### config.mk
export PLATFORM = sky130hd
export DESIGN_NAME = bcd_sub_arb
export DESIGN_NICKNAME = d
export VERILOG_FILES = /design/src/rtl/bcd_sub_arb.sv
export SDC_FILE = /design/constraint.sdc
export NUM_CORES = 1
export LEC_CHECK = 0
export BUFFER_PORTS_ARGS = -buffer_cell sky130_fd_sc_hd__buf_2
export CORE_ASPECT_RATIO = 0.75
export CORE_MARGIN = 5
export CORE_UTILIZATION = 46
export CTS_CLUSTER_DIAMETER = 60
export DETAILED_ROUTE_END_ITERATION = 10
export GPL_ROUTABILITY_DRIVEN = 0
export GPL_TIMING_DRIVEN = 0
export PLACE_DENSITY = 0.78
export SLEW_MARGIN = 25
export SYNTH_ARGS = -nofsm -noshare
export SYNTH_HDL_FRONTEND = slang
export SYNTH_SLANG_ARGS = --single-unit
### constraint.sdc
create_clock -name clk -period 2.71 [get_ports clk]
set_clock_uncertainty 0.15 [all_clocks]
set_input_delay 0 -clock clk [delete_from_list [all_inputs] [get_ports clk]]
set_output_delay 0 -clock clk [all_outputs]
set_load 0.05 [all_outputs]
### src/rtl/bcd_sub_arb.sv
// Round-robin arbiter and sequencer for one shared three-digit BCD subtractor.
// Validates operands, holds them for SETTLE cycles, then captures |a-b| and sign.
module bcd_sub_arb #(
  parameter int unsigned SETTLE = 1
) (
  input  logic        clk,
  input  logic        rst,
  input  logic        req0,
  input  logic [11:0] a0,
  input  logic [11:0] b0,
  input  logic        req1,
  input  logic [11:0] a1,
  input  logic [11:0] b1,
  output logic        gnt0,
  output logic        gnt1,
  output logic        done0,
  output logic        done1,
  output logic [11:0] result,
  output logic        negative,
  output logic        err,
  output logic        src,
  output logic [11:0] sub_a,
  output logic [11:0] sub_b,
  input  logic [11:0] sub_out,
  input  logic        sub_neg
);

  typedef enum logic [1:0] {StIdle, StLoad, StSettle, StDone} state_e;

  localparam logic [3:0] CntLast = 4'(SETTLE - 1);

  state_e      state_q, state_d;
  logic        sel_q, sel_d;
  logic        last_q, last_d;
  logic [3:0]  cnt_q, cnt_d;
  logic [11:0] sub_a_q, sub_a_d;
  logic [11:0] sub_b_q, sub_b_d;
  logic [11:0] result_q, result_d;
  logic        neg_q, neg_d;
  logic        err_q, err_d;
  logic        src_q, src_d;

  logic [11:0] op_a, op_b;
  logic        op_bad;

  function automatic logic has_bad_digit(input logic [11:0] v);
    logic bad;
    bad = 1'b0;
    for (int i = 0; i < 3; i++) begin
      if (v[4*i +: 4] > 4'd9) bad = 1'b1;
    end
    return bad;
  endfunction

  assign op_a   = sel_q ? a1 : a0;
  assign op_b   = sel_q ? b1 : b0;
  assign op_bad = has_bad_digit(op_a) | has_bad_digit(op_b);

  always_comb begin
    state_d  = state_q;
    sel_d    = sel_q;
    last_d   = last_q;
    cnt_d    = cnt_q;
    sub_a_d  = sub_a_q;
    sub_b_d  = sub_b_q;
    result_d = result_q;
    neg_d    = neg_q;
    err_d    = err_q;
    src_d    = src_q;
    case (state_q)
      StIdle: begin
        if (req0 || req1) begin
          // On a tie the requester not served last wins.
          sel_d   = (req0 && req1) ? ~last_q : req1;
          state_d = StLoad;
        end
      end
      StLoad: begin
        if (op_bad) begin
          // Bad digits never reach the subtractor; report the error directly.
          err_d    = 1'b1;
          result_d = 12'h000;
          neg_d    = 1'b0;
          src_d    = sel_q;
          last_d   = sel_q;
          state_d  = StDone;
        end else begin
          sub_a_d = op_a;
          sub_b_d = op_b;
          cnt_d   = 4'd0;
          state_d = StSettle;
        end
      end
      StSettle: begin
        if (cnt_q == CntLast) begin
          result_d = sub_out;
          neg_d    = sub_neg;
          err_d    = 1'b0;
          src_d    = sel_q;
          last_d   = sel_q;
          state_d  = StDone;
        end else begin
          cnt_d = cnt_q + 4'd1;
        end
      end
      StDone:  state_d = StIdle;
      default: state_d = StIdle;
    endcase
  end

  always_ff @(posedge clk) begin
    if (rst) begin
      state_q  <= StIdle;
      sel_q    <= 1'b0;
      last_q   <= 1'b1;
      cnt_q    <= 4'd0;
      sub_a_q  <= 12'h000;
      sub_b_q  <= 12'h000;
      result_q <= 12'h000;
      neg_q    <= 1'b0;
      err_q    <= 1'b0;
      src_q    <= 1'b0;
    end else begin
      state_q  <= state_d;
      sel_q    <= sel_d;
      last_q   <= last_d;
      cnt_q    <= cnt_d;
      sub_a_q  <= sub_a_d;
      sub_b_q  <= sub_b_d;
      result_q <= result_d;
      neg_q    <= neg_d;
      err_q    <= err_d;
      src_q    <= src_d;
    end
  end

  always_comb begin
    gnt0  = (state_q != StIdle) && !sel_q;
    gnt1  = (state_q != StIdle) && sel_q;
    done0 = (state_q == StDone) && !sel_q;
    done1 = (state_q == StDone) && sel_q;
  end

  assign result   = result_q;
  assign negative = neg_q;
  assign err      = err_q;
  assign src      = src_q;
  assign sub_a    = sub_a_q;
  assign sub_b    = sub_b_q;

endmodule

## Yosys cells after proc, flatten, opt, wreduce, memory -nomap -nowiden

Cells that the tools add are included.
W data, S select, Z words.

| storage, ports and cells | value |
|---|---|
| register bits | 47 |
| input bits | 65 |
| output and inout port bits | 43 |
| logic and storage cells | 72 |

| operators by class | value |
|---|---|
| $add $sub $neg | 1 |
| order comparisons | 6 |
| equality and inequality tests | 8 |
| multiplexer cells | 28 |
| bitwise gates (word level) | 3 |
| reductions and logical operators | 16 |

Operator list:

| cell | count |
|---|---|
| $mux W12 | 4 |
| $gt A4 B4 Y1 const B | 6 |
| $pmux W12 S2 | 1 |
| $mux W1 | 14 |
| $ne A2 B2 Y1 const B | 5 |
| $mux W4 | 2 |
| $pmux W2 S4 | 1 |
| $pmux W4 S2 | 1 |
| $pmux W1 S2 | 3 |
| $reduce_and A2 Y1 | 3 |
| $reduce_and A3 Y1 | 2 |
| $logic_and A1 B1 Y1 | 5 |
| $add A4 B1 Y4 const B | 1 |
| $eq A2 B2 Y1 const B | 2 |
| $logic_not A4 Y1 | 1 |
| $mux W2 | 2 |
| $reduce_bool A2 Y1 | 2 |
| $eq A2 B1 Y1 const B | 1 |
| $logic_not A2 Y1 | 1 |
| $not A1 Y1 | 2 |
| $logic_not A1 Y1 | 1 |
| $logic_or A1 B1 Y1 | 1 |
| $or A1 B1 Y1 | 1 |

## Logic depth before layout (Yosys ltp)

| logic depth | value |
|---|---|
| word-level depth | 8 |
| mapped depth | 8 |

## Worst setup path before layout

OpenSTA, ideal clock, no wires.

| timing path | value |
|---|---|
| path kind | flip-flop to flip-flop |
| start | reg sel_q |
| end | reg neg_q, in the netlist negative |
| library setup time | 0.072 ns |
| arrival time | 1.875 ns |
| required time | 2.488 ns |
| setup slack | 0.613 ns |
| cell stages (with the launch flop) | 9 |
| buffers on the path | 3 |
| period minus slack after synthesis | 2.097 ns |
| path through | dfxtp_1 > buf_6 > nand2b_1 > o22a_1 > and3_1 > buf_6 > a211oi_4 > buf_6 > mux2i_1 |

| on the way | value |
|---|---|
| longest elaborated chain between the ends | 8 |
| elaborated cells on any way between the ends | 17 |

RTL lines:

| what | line | text |
|---|---|---|
| from (decl) | 33 | `logic sel_q, sel_d;` |
| from (signal assigned) | 125 | `sel_q <= sel_d;` |
| $mux W12, on equally long branches | 55, 56 |  |
| $gt A4 B4 Y1 | 50 | `if (v[4*i +: 4] > 4'd9) bad = 1'b1;` |
| $mux W1 (3 in a row) | 50 |  |
| $or A1 B1 Y1 (*) | 57 | `assign op_bad = has_bad_digit(op_a) \| has_bad_digit(op_b);` |
| $ne A2 B2 Y1 (no line) (*) | -- |  |
| $reduce_and A3 Y1 (no line) (*) | -- |  |
| to (signal assigned) | 131 | `neg_q <= neg_d;` |
| to (decl) | 39 | `logic neg_q, neg_d;` |

Every way passes the cells marked *; elsewhere a longest branch is shown, timed or not.
A chain may end at the register's enable or synchronous reset.

## Final worst setup path

| timing path | value |
|---|---|
| start | reg sel_q |
| end | reg sub_a_q[3], in the netlist sub_a[3] |

| on the way | value |
|---|---|
| longest elaborated chain between the ends | 8 |
| elaborated cells on any way between the ends | 17 |

RTL lines:

| what | line | text |
|---|---|---|
| $mux W12, on equally long branches | 55, 56 |  |
| $gt A4 B4 Y1 | 50 |  |
| $mux W1 (3 in a row) | 50 |  |
| $or A1 B1 Y1 | 57 |  |
| $not A1 Y1 (no line) | -- |  |
| $reduce_and A2 Y1 (no line) | -- |  |
| to (signal assigned) | 128 | `sub_a_q <= sub_a_d;` |
| to (decl) | 36 | `logic [11:0] sub_a_q, sub_a_d;` |

Several ways; a longest one is shown, not always the timed one.

==> results.toml <==
[cts]
cts_sinks = 47
ctsHtreeMaxLevel = 2
numCtsBuffers = 5
clock_path_buffers = 2
path_clk_slew_ns = 0.09
clk_latency_ns = 0.31
root_buffer = "clkbuf_8"
cts_tree = "yes"

[finish]
final_cell_area_um2 = 3760
final_layout_size_suffix_gt1_frac = 0.273
fillers = 328
fin_cells = 523
area.growth.synth_to_final_pct = 56.4
utilization = 0.755
layout.nets = 520

[synth]
ys.flop_type = "dfxtp_1"
ys_warn_count = 0
ys_seq_area_frac = 0.391
ys_ff_latch = 47
synth_area_leaders = "dfxtp_1 39%, mux2i_1 14%, a211oi_1 5.6%, a21oi_1 5.4%, nand2_1 4.5%"
synth_edf_count = 0
yosysMostFrequentCell = "dfxtp_1"
avgSynthCellArea_um2 = 8.85
syn_area_um2 = 2410
synth.top_cells.by_count = "47 x dfxtp_1, 34 x mux2i_1, 29 x nand2_1"
syn_nets = 343
yosysTopAreaCellShare = 0.391
yosysUniqueCellTypes = 37
synthesis.instances = 272
synth-async-reset-ratio = 0
synth_top_area_cell = "dfxtp_1"

[min_path]
hp-class = "input pin to flip-flop"
min_from = "req0"
whs_path_depth = 5
hold_end = "state_q[1]"

[grt]
grt_util_all_layers = 0.249
grt_pass1_vias = 2791
antenna_found_initial = 0
globalRoute.totalOverflow = 0
grt_max_degree = 14
grt_pass1_wl_mm = 13.4

[sta]
setup_viol_count_final = 0
relSlewSlack = 0.612
period_minus_slack_ns = 2.49
tns_ns = 0
period_share = 0.919
slew_viol_final = 0
rsz0062_at_grt = "no"
tightest_slew_ns = 0.581
timing.fmax_ghz = 0.402
hold_violations = 0
timing.final.ws_setup_ns = 0.220

[place]
io_buffers = 106
placed_cells = 450
dp_hpwl_mm = 5.48
dpl_cell_area_um2 = 3030
dp_worst_setup_slack_ns = 0.177

[die]
io_pins = 108
die_h_um = 72.6
chipWidth_um = 93.5
rows = 22
initial_core_util = 0.483
die-area_um2 = 6790
core_area_um2 = 4980

[power_and_ir_drop]
p_leak_uw = 0.00161
vdd_drop_max_mv = 0.359
p_seq_frac = 0.310
p_clk_frac = 0.157
p_comb_frac = 0.533
powerDensity_nw_per_um2 = 703
internal_power_uw = 1470
power.switching_uw = 1170
swShare = 0.444

[routing]
viasPerCell = 5.50
avgRoutedWirePerCell_um = 16.8
drt_pass1_iterations = 5
dr_total_vias = 2876
wirelength_mm = 8.77
postRouteAntennaNets = 0
route.detailed.drc = 0
dr.first_iter.drc_count = 179

[critical_path]
slowest_stage = "dlygate4sd3_1"
reg2reg_slack_ns = 0.22
r2r_cells = 7
critical_path.max_stage_delay_ns = 0.59
end_kind = "flip-flop"
crit_path_start_kind = "flip-flop"
path_cells = "buf_6 -> nand2b_1 -> o22a_1 -> nand3_1 -> nor3_2 -> a311oi_1 -> dlygate4sd3_1"
path_class = "flip-flop to flip-flop"
timing.rr.end = "sub_a[3]"
crit_fanout = 10
worstReg2RegStart = "sel_q"
crit_required_ns = 2.75
worstPathArrival_ns = 2.53

[status]
status = "complete, no violations"

[flow_run]
drv_cap = 0
per-layer routing:
layer  vias to the layer above  part of all wire  routed length, um  global-route usage
met3                        45             0.064                563              0.0526
met5                         -                 0                  0                   0
li1                       1355                 -                  -                   -
met1                      1331              0.39               3460               0.302
met2                       145              0.50               4360               0.417
met4                         0             0.044                388               0.130
metrics by stage:
step	hold slack, ns	power, uW
CTS	0.0605	2600
global placement	0.126	2050
floorplan	0.0118	1780
finish	0.129	2650
global route	0.197	2780
detailed placement	0.139	2080
sequential cells by signal (all words and copies together), names as in the netlist:
signal    count
src           1
negative      1
sub_b        12
sel_q         1
err           1
last_q        1
state_q       2
result       12
cnt_q         4
sub_a        12
critical path, delay by kind of cell, from the launching register on:
| kind | cells | cell delay, ns |
|---|---|---|
| compound gates | 2 | 0.39 |
| buf+inv | 2 | 0.76 |
| flops | 1 | 0.39 |
| simple gates | 3 | 0.68 |
power groups by stage:
stage                     clock network (uW)  logic (uW)  registers (uW)
after floorplan                            0         767            1010
after global placement                     0        1220             829
after detailed placement                   0        1250             832
after CTS                                422        1360             816
after global routing                     449        1500             829
final                                    416        1410             821
cell usage in the layout, fill, tap and decap left out, types with 4 or more instances in the layout:
cell	count
buf_2	107
dlygate4sd3_1	64
dfxtp_1	47
mux2i_1	34
nand2_1	29
a21oi_1	26
clkbuf_1	18
a211oi_1	18
nor2_1	16
nand3_1	15
inv_1	7
a311oi_1	6
ha_1	6
nand2b_1	5
o21ai_0	5
clkbuf_8	5
buf_6	4
o22a_1	4
o311ai_0	4
cell type report:
cell class | instances | area, um2 | area share
plain buffers | 22 | 115 | 0.0306
clock inverters | 1 | 5.00 | 0.00133
inverters | 8 | 30.0 | 0.00798
well taps | 72 | 90.1 | 0.0239
diodes | 1 | 2.50 | 0.000665
multi-input cells | 195 | 1330 | 0.354
clock buffers | 7 | 76.3 | 0.0203
flip-flops and latches | 47 | 941 | 0.250
repair buffers | 170 | 1170 | 0.311
logic make-up (layout without fill, tap and decap cells):
group	after synthesis	after routing	share of synthesized area
AND/OR/NAND/NOR	79	79	0.155
AO/OA/AOI/OAI	76	76	0.221
flip-flops	47	47	0.391
multiplexers	34	34	0.141
buffers and inverters	30	208	0.0598
adder cells (fa/ha/maj)	6	6	0.0312
other	0	1	0
timing repair:
action	in CTS	in global routing
gates resized for setup	0	3
hold buffers	64	0
buffers inserted	0	0
endpoints found under the setup margin	0	14
endpoints found under the hold margin	40	0
worst max path at each step:
stage	start	to	slack, ns
final	sel_q	sub_a[3]	0.22
after global routing	sel_q	result[7]	0.13
after CTS	sel_q	sub_a[5]	0.04
after detailed placement	cnt_q[0]	result[7]	0.18
after global placement	cnt_q[0]	result[9]	0.21
after floorplan	sel_q	negative	0.61
(Power assumes the default switching activity.)
